==> src/rtl/mux16_scan_sequencer.sv <==
// Scan sequencer for a 16:1 mux: steps sel over the enabled channels in ascending
// order, holds each for SETTLE cycles, samples mux_out and publishes a 16-bit snapshot.
module mux16_scan_sequencer #(
  parameter int unsigned SETTLE = 2
) (
  input  logic        clk,
  input  logic        rst,
  input  logic        start,
  input  logic [15:0] mask,
  input  logic        mux_out,
  output logic [3:0]  sel,
  output logic        busy,
  output logic        done,
  output logic [15:0] data,
  output logic [1:0]  o_state_dbg
);

  typedef enum logic [1:0] {
    S_IDLE = 2'd0,
    S_SCAN = 2'd1,
    S_DONE = 2'd2
  } state_t;

  localparam logic [3:0] SETTLE_LAST = 4'(SETTLE - 1);

  // Handshake: start is sampled only in IDLE; busy is high for the whole scan;
  // done is a single-cycle pulse in the cycle after data is written.

  state_t      r_state;
  logic [15:0] r_mask_q;
  logic [15:0] r_shadow;
  logic [3:0]  r_cnt;
  logic [3:0]  r_sel;
  logic [15:0] r_data;

  state_t      w_state_nxt;
  logic [15:0] w_mask_nxt;
  logic [15:0] w_shadow_nxt;
  logic [3:0]  w_cnt_nxt;
  logic [3:0]  w_sel_nxt;
  logic [15:0] w_data_nxt;

  logic [15:0] w_upto_sel;
  logic [15:0] w_above;
  logic        w_has_next;
  logic [3:0]  w_first_idx;
  logic [3:0]  w_next_idx;
  logic        w_settled;
  logic [15:0] w_sampled;

  function automatic logic [3:0] lowest_set(input logic [15:0] v);
    logic [3:0] idx;
    idx = 4'd0;
    for (int i = 15; i >= 0; i--) begin
      if (v[i]) idx = 4'(i);
    end
    return idx;
  endfunction

  // 2<<15 wraps to 0 in 16 bits, so the mask becomes all-ones at sel=15 and
  // no channel is left above it: sel can never wrap within a scan.
  assign w_upto_sel  = (16'd2 << r_sel) - 16'd1;
  assign w_above     = r_mask_q & ~w_upto_sel;
  assign w_has_next  = |w_above;
  assign w_first_idx = lowest_set(mask);
  assign w_next_idx  = lowest_set(w_above);
  assign w_settled   = (r_cnt == SETTLE_LAST);

  always_comb begin
    w_sampled        = r_shadow;
    w_sampled[r_sel] = mux_out;
  end

  always_comb begin
    w_state_nxt  = r_state;
    w_mask_nxt   = r_mask_q;
    w_shadow_nxt = r_shadow;
    w_cnt_nxt    = r_cnt;
    w_sel_nxt    = r_sel;
    w_data_nxt   = r_data;
    case (r_state)
      S_IDLE: begin
        if (start) begin
          w_mask_nxt   = mask;
          w_shadow_nxt = 16'd0;
          w_cnt_nxt    = 4'd0;
          if (|mask) begin
            w_sel_nxt   = w_first_idx;
            w_state_nxt = S_SCAN;
          end else begin
            w_data_nxt  = 16'd0;
            w_state_nxt = S_DONE;
          end
        end
      end
      S_SCAN: begin
        if (!w_settled) begin
          w_cnt_nxt = r_cnt + 4'd1;
        end else begin
          w_shadow_nxt = w_sampled;
          if (w_has_next) begin
            w_sel_nxt = w_next_idx;
            w_cnt_nxt = 4'd0;
          end else begin
            w_data_nxt  = w_sampled;
            w_state_nxt = S_DONE;
          end
        end
      end
      S_DONE: begin
        w_state_nxt = S_IDLE;
      end
      default: begin
        w_state_nxt = S_IDLE;
      end
    endcase
  end

  always_ff @(posedge clk) begin
    if (rst) begin
      r_state  <= S_IDLE;
      r_mask_q <= 16'd0;
      r_shadow <= 16'd0;
      r_cnt    <= 4'd0;
      r_sel    <= 4'd0;
      r_data   <= 16'd0;
    end else begin
      r_state  <= w_state_nxt;
      r_mask_q <= w_mask_nxt;
      r_shadow <= w_shadow_nxt;
      r_cnt    <= w_cnt_nxt;
      r_sel    <= w_sel_nxt;
      r_data   <= w_data_nxt;
    end
  end

  assign sel         = r_sel;
  assign busy        = (r_state == S_SCAN);
  assign done        = (r_state == S_DONE);
  assign data        = r_data;
  assign o_state_dbg = r_state;

endmodule

==> config.mk <==
export PLATFORM = sky130hd
export DESIGN_NAME = mux16_scan_sequencer
export DESIGN_NICKNAME = d
export VERILOG_FILES = /design/src/rtl/mux16_scan_sequencer.sv
export SDC_FILE = /design/constraint.sdc
export NUM_CORES = 1
export LEC_CHECK = 0
export CAP_MARGIN = 40
export CORE_AREA = 2 2 108 110
export DETAILED_ROUTE_END_ITERATION = 10
export DIE_AREA = 0 0 110 112
export HOLD_SLACK_MARGIN = 0.15
export PLACE_DENSITY_LB_ADDON = 0.15
export SYNTH_ARGS = -nofsm -noshare
export SYNTH_HDL_FRONTEND = slang
export SYNTH_SLANG_ARGS = --single-unit
==> constraint.sdc <==
create_clock -name clk -period 3.3 [get_ports clk]
set_clock_uncertainty 0.2 [all_clocks]
set_input_delay 0.66 -clock clk [delete_from_list [all_inputs] [get_ports clk]]
set_output_delay 0.66 -clock clk [all_outputs]
set_load 0.02 [all_outputs]
==> results.txt <==
The wire length after detailed routing came out at 9229 um. The library cells used most frequently in the layout, excluding fill and tap cells, are sky130_fd_sc_hd__nor2_1 (57), sky130_fd_sc_hd__dfxtp_1 (53), sky130_fd_sc_hd__nand2_1 (46), sky130_fd_sc_hd__clkdlybuf4s50_1 (43), sky130_fd_sc_hd__a21oi_1 (36). The detail-routed via count per cell came out at between 5 and 6.

Routability-driven placement finished with a final weighted congestion of 0.8686. The worst setup slack before clock tree synthesis is 12.99 ps. The die outline width came out at 110 um.

STA classifies the critical path endpoint as a flip-flop. Clock tree synthesis inserted a total of 9 buffers. The worst slew margin relative to its limit came out at 55.59%.

Summed over all layers, the global routing overflow is 0. The pin slew with the least headroom to its limit came out at 660.1 ps. Entering global routing, the biggest net connects 43 pins. The number of synthesis warnings came out at 0.

The post-route non-filler standard cell count is 602. The net count reported at finish came out at 477. The number of diodes came out at 0.

The maximum clock rate came out at about 320 MHz. Summed over all failing endpoints, the final setup total negative slack is 0 ps. The number of optimization iterations in the first detailed-route pass came out at 5.

The post-synthesis cell type count is 67. STA classifies the critical path startpoint as a flip-flop. The per-cell routed wire length came out at 15.33 um.

After layout, the worst path uses 94.88% of the clock period. Leaving out fill and tap cells, the most frequent cell in the layout is sky130_fd_sc_hd__nor2_1. The area of the die is between 0.01 and 0.015 mm2. In the final layout, the multi-input gates occupy ~0.002 mm2. The source-to-sink clock delay at the later pin of the worst-skew pair is 330 ps. The share of post-route cells with drive strength above 1 is between 10% and 20%. The maximum resistive drop on vdd came out at approximately 0.23 mV. Counting flops and latches in the post-synthesis netlist gives 57. The final setup violation count is 0. The chip height is ~110 um. The filler cells instantiated in the layout total 1151.

The via count of the routed design came out at 3098. 44 I/O pins were placed. The number of hold violations in the final report is 0. The total instance count after detailed placement came out at 586.

The count of clock tree sinks is 57. The count of final max-slew check failures came out at 0. The effective utilization at floorplan came out at 29.26%. The via count of the first global-routing pass came out at 2899. After detailed routing, the number of remaining DRC violations is 0. The global-route wire length before repair is 14990 um. The starting DRC count in detailed routing is 178.

The data required time at the worst endpoint is 3320 ps. The number of nets in the synthesized netlist came out at 424. Counting I/O delays and the setup requirement, the final critical path takes 3131 ps. The share of the synthesized area in the top cell type came out at around a third.

The post-CTS setup repair buffer count is 0. For this run, the leading register cell type out of synthesis is sky130_fd_sc_hd__dfxtp_1. The CTS root buffer is sky130_fd_sc_hd__clkbuf_16. The top cell type by total area after synthesis is sky130_fd_sc_hd__dfxtp_1. For this run, the total global-route usage over all layers was measured as 15.80%. The HPWL after detailed placement is 6733 um. Final hold analysis gives a worst-case slack of 261.4 ps. The arrival time reported for the critical path endpoint came out at 3150 ps. By area the synthesized netlist is led by sky130_fd_sc_hd__dfxtp_1 (35%), sky130_fd_sc_hd__mux2i_1 (9.8%), sky130_fd_sc_hd__nor2_1 (6.5%), sky130_fd_sc_hd__a21oi_1 (5.7%), sky130_fd_sc_hd__nand2_1 (5.3%). The worst setup path is of the flip-flop to flip-flop kind. The count of hold-fix buffers inserted at cts came out at 0. Summed over all cells, the static leakage comes to 0.001582 uW. The tightest min-delay check is of the flip-flop to flip-flop type. The max capacitance violation total came out at 0. The final critical-path setup slack came out at 169.1 ps.

TritonCTS built the clock tree. The register cell area after layout came out at 0.001146 mm2. After clock tree synthesis, the clock-pin slew on the worst setup and hold paths is 60 ps. The number of port buffers came out at 43. The total area inside the core boundary comes to 0.01117 mm2.

The number of placement rows is 39. Counting along the longest clock path gives a buffer depth of 2. The cell area that synthesis handed to floorplanning was 0.003269 mm2. Setup repair after global routing left no endpoint under its margin. The maximum fanout count along the critical path came out at 5. The power density of the placed cells is 541.3 mW/mm2.

The area growth from synthesis to layout is 32.15%. The antenna violation net count after detailed routing came out at 0. The share of the yosys chip area belonging to registers is 34.90%.

Yosys mapped a number of flops with a built-in enable equal to 0. After synthesis, the share of flip-flops with an asynchronous set or reset is 0%. The run finished with clean final reports. The gate count after technology mapping is around 400. The number of antenna violations at the first check in global routing is 0.

In this run the mean area of a mapped cell was between 8 and 9 um2. The depth of the CTS H-tree came out at 3.
[final cells by class]
| cell class | count | share of cell area, % |
|---|---|---|
| multi-input cells | 302 | 45.58 |
| inverters | 14 | 1.216 |
| well taps | 143 | 4.141 |
| flip-flops and latches | 57 | 26.53 |
| clock buffers | 9 | 5.213 |
| clock inverters | 7 | 2.375 |
| repair buffers | 70 | 14.94 |
[worst paths after layout]
kind                    start     endpoint  slack, ps  cells past startpoint
setup / recovery       sel[2]       sel[1]        170                     10
hold / removal    r_mask_q[1]  r_mask_q[1]        260                      2
setup reg to reg       sel[2]       sel[1]        170                     10
hold reg to reg   r_mask_q[1]  r_mask_q[1]        260                      2
[per-stage QoR]
stage / utilization (%) / total power [uW] / area [um2]
after detailed placement: 35.62 / 1323 / 3980
after CTS: 38.58 / 2360 / 4312
after global routing: 38.66 / 2454 / 4320
final: 38.66 / 2338 / 4320
after floorplan: - / 1123 / 3291
after global placement: 35.55 / 1323 / 3973
[kinds of logic (layout without fill, tap and decap cells)]
family / Yosys count / in the layout / synth area share (%)
AOI/OAI and AO/OA: 109 / 109 / 23.08
buffers and inverters: 42 / 100 / 5.664
DFF: 57 / 57 / 34.90
adders and majority gates: 3 / 3 / 1.148
muxes: 33 / 33 / 10.14
and+or+nand+nor: 155 / 155 / 24.53
xor gates and xnor gates: 2 / 2 / 0.5359
[report_power, final]
| part | switching (uW) | internal (uW) | leakage, uW |
|---|---|---|---|
| clock network | 354 | 667 | 0.000156 |
| logic | 320 | 253 | 0.000962 |
| registers | 30.2 | 715 | 0.000464 |
[cell usage after synthesis, types with 3 or more instances]
cell / n
sky130_fd_sc_hd__nor2_1: 57
sky130_fd_sc_hd__clkbuf_1: 20
sky130_fd_sc_hd__nand2_1: 46
sky130_fd_sc_hd__buf_2: 4
sky130_fd_sc_hd__mux2i_1: 32
sky130_fd_sc_hd__nor4_1: 5
sky130_fd_sc_hd__a221oi_1: 3
sky130_fd_sc_hd__inv_1: 14
sky130_fd_sc_hd__ha_1: 3
sky130_fd_sc_hd__o21bai_1: 3
sky130_fd_sc_hd__o21ai_0: 12
sky130_fd_sc_hd__nand2b_1: 8
sky130_fd_sc_hd__a21oi_1: 37
sky130_fd_sc_hd__a22o_1: 16
sky130_fd_sc_hd__dfxtp_1: 57
sky130_fd_sc_hd__nand3_1: 5
sky130_fd_sc_hd__or3b_2: 3
sky130_fd_sc_hd__nor3_1: 7
[sequential cells by signal (all words and copies together) (netlist names)]
signal       count
r_cnt            4
r_mask_q        15
o_state_dbg      2
r_shadow        16
data            16
sel              4
[per-layer routing]
metal	wire length (um)	share of wire (%)	vias to the layer above	global-route usage [%]
met5	0	0	-	0
met2	4097	44	81	23.03
met4	254	2.8	0	7.511
li1	-	-	1556	-
met3	420	4.6	18	2.986
met1	4457	48	1443	22.18
[critical path: stages (launching register included)]
cell	delay [ps]
sky130_fd_sc_hd__dfxtp_2	370
sky130_fd_sc_hd__nor2_1	70
sky130_fd_sc_hd__nand3_1	100
sky130_fd_sc_hd__ha_1	220
sky130_fd_sc_hd__buf_4	150
sky130_fd_sc_hd__or4b_4	460
sky130_fd_sc_hd__o211a_2	170
sky130_fd_sc_hd__a211o_1	340
sky130_fd_sc_hd__or3_4	410
sky130_fd_sc_hd__o211a_1	260
sky130_fd_sc_hd__a221oi_2	270
[repair_timing]
item | in CTS | in global routing
endpoints found under the hold margin | 0 | 0
gates resized for setup | 1 | 4
setup endpoints to repair | 3 | 20
(Power assumes the default switching activity.)
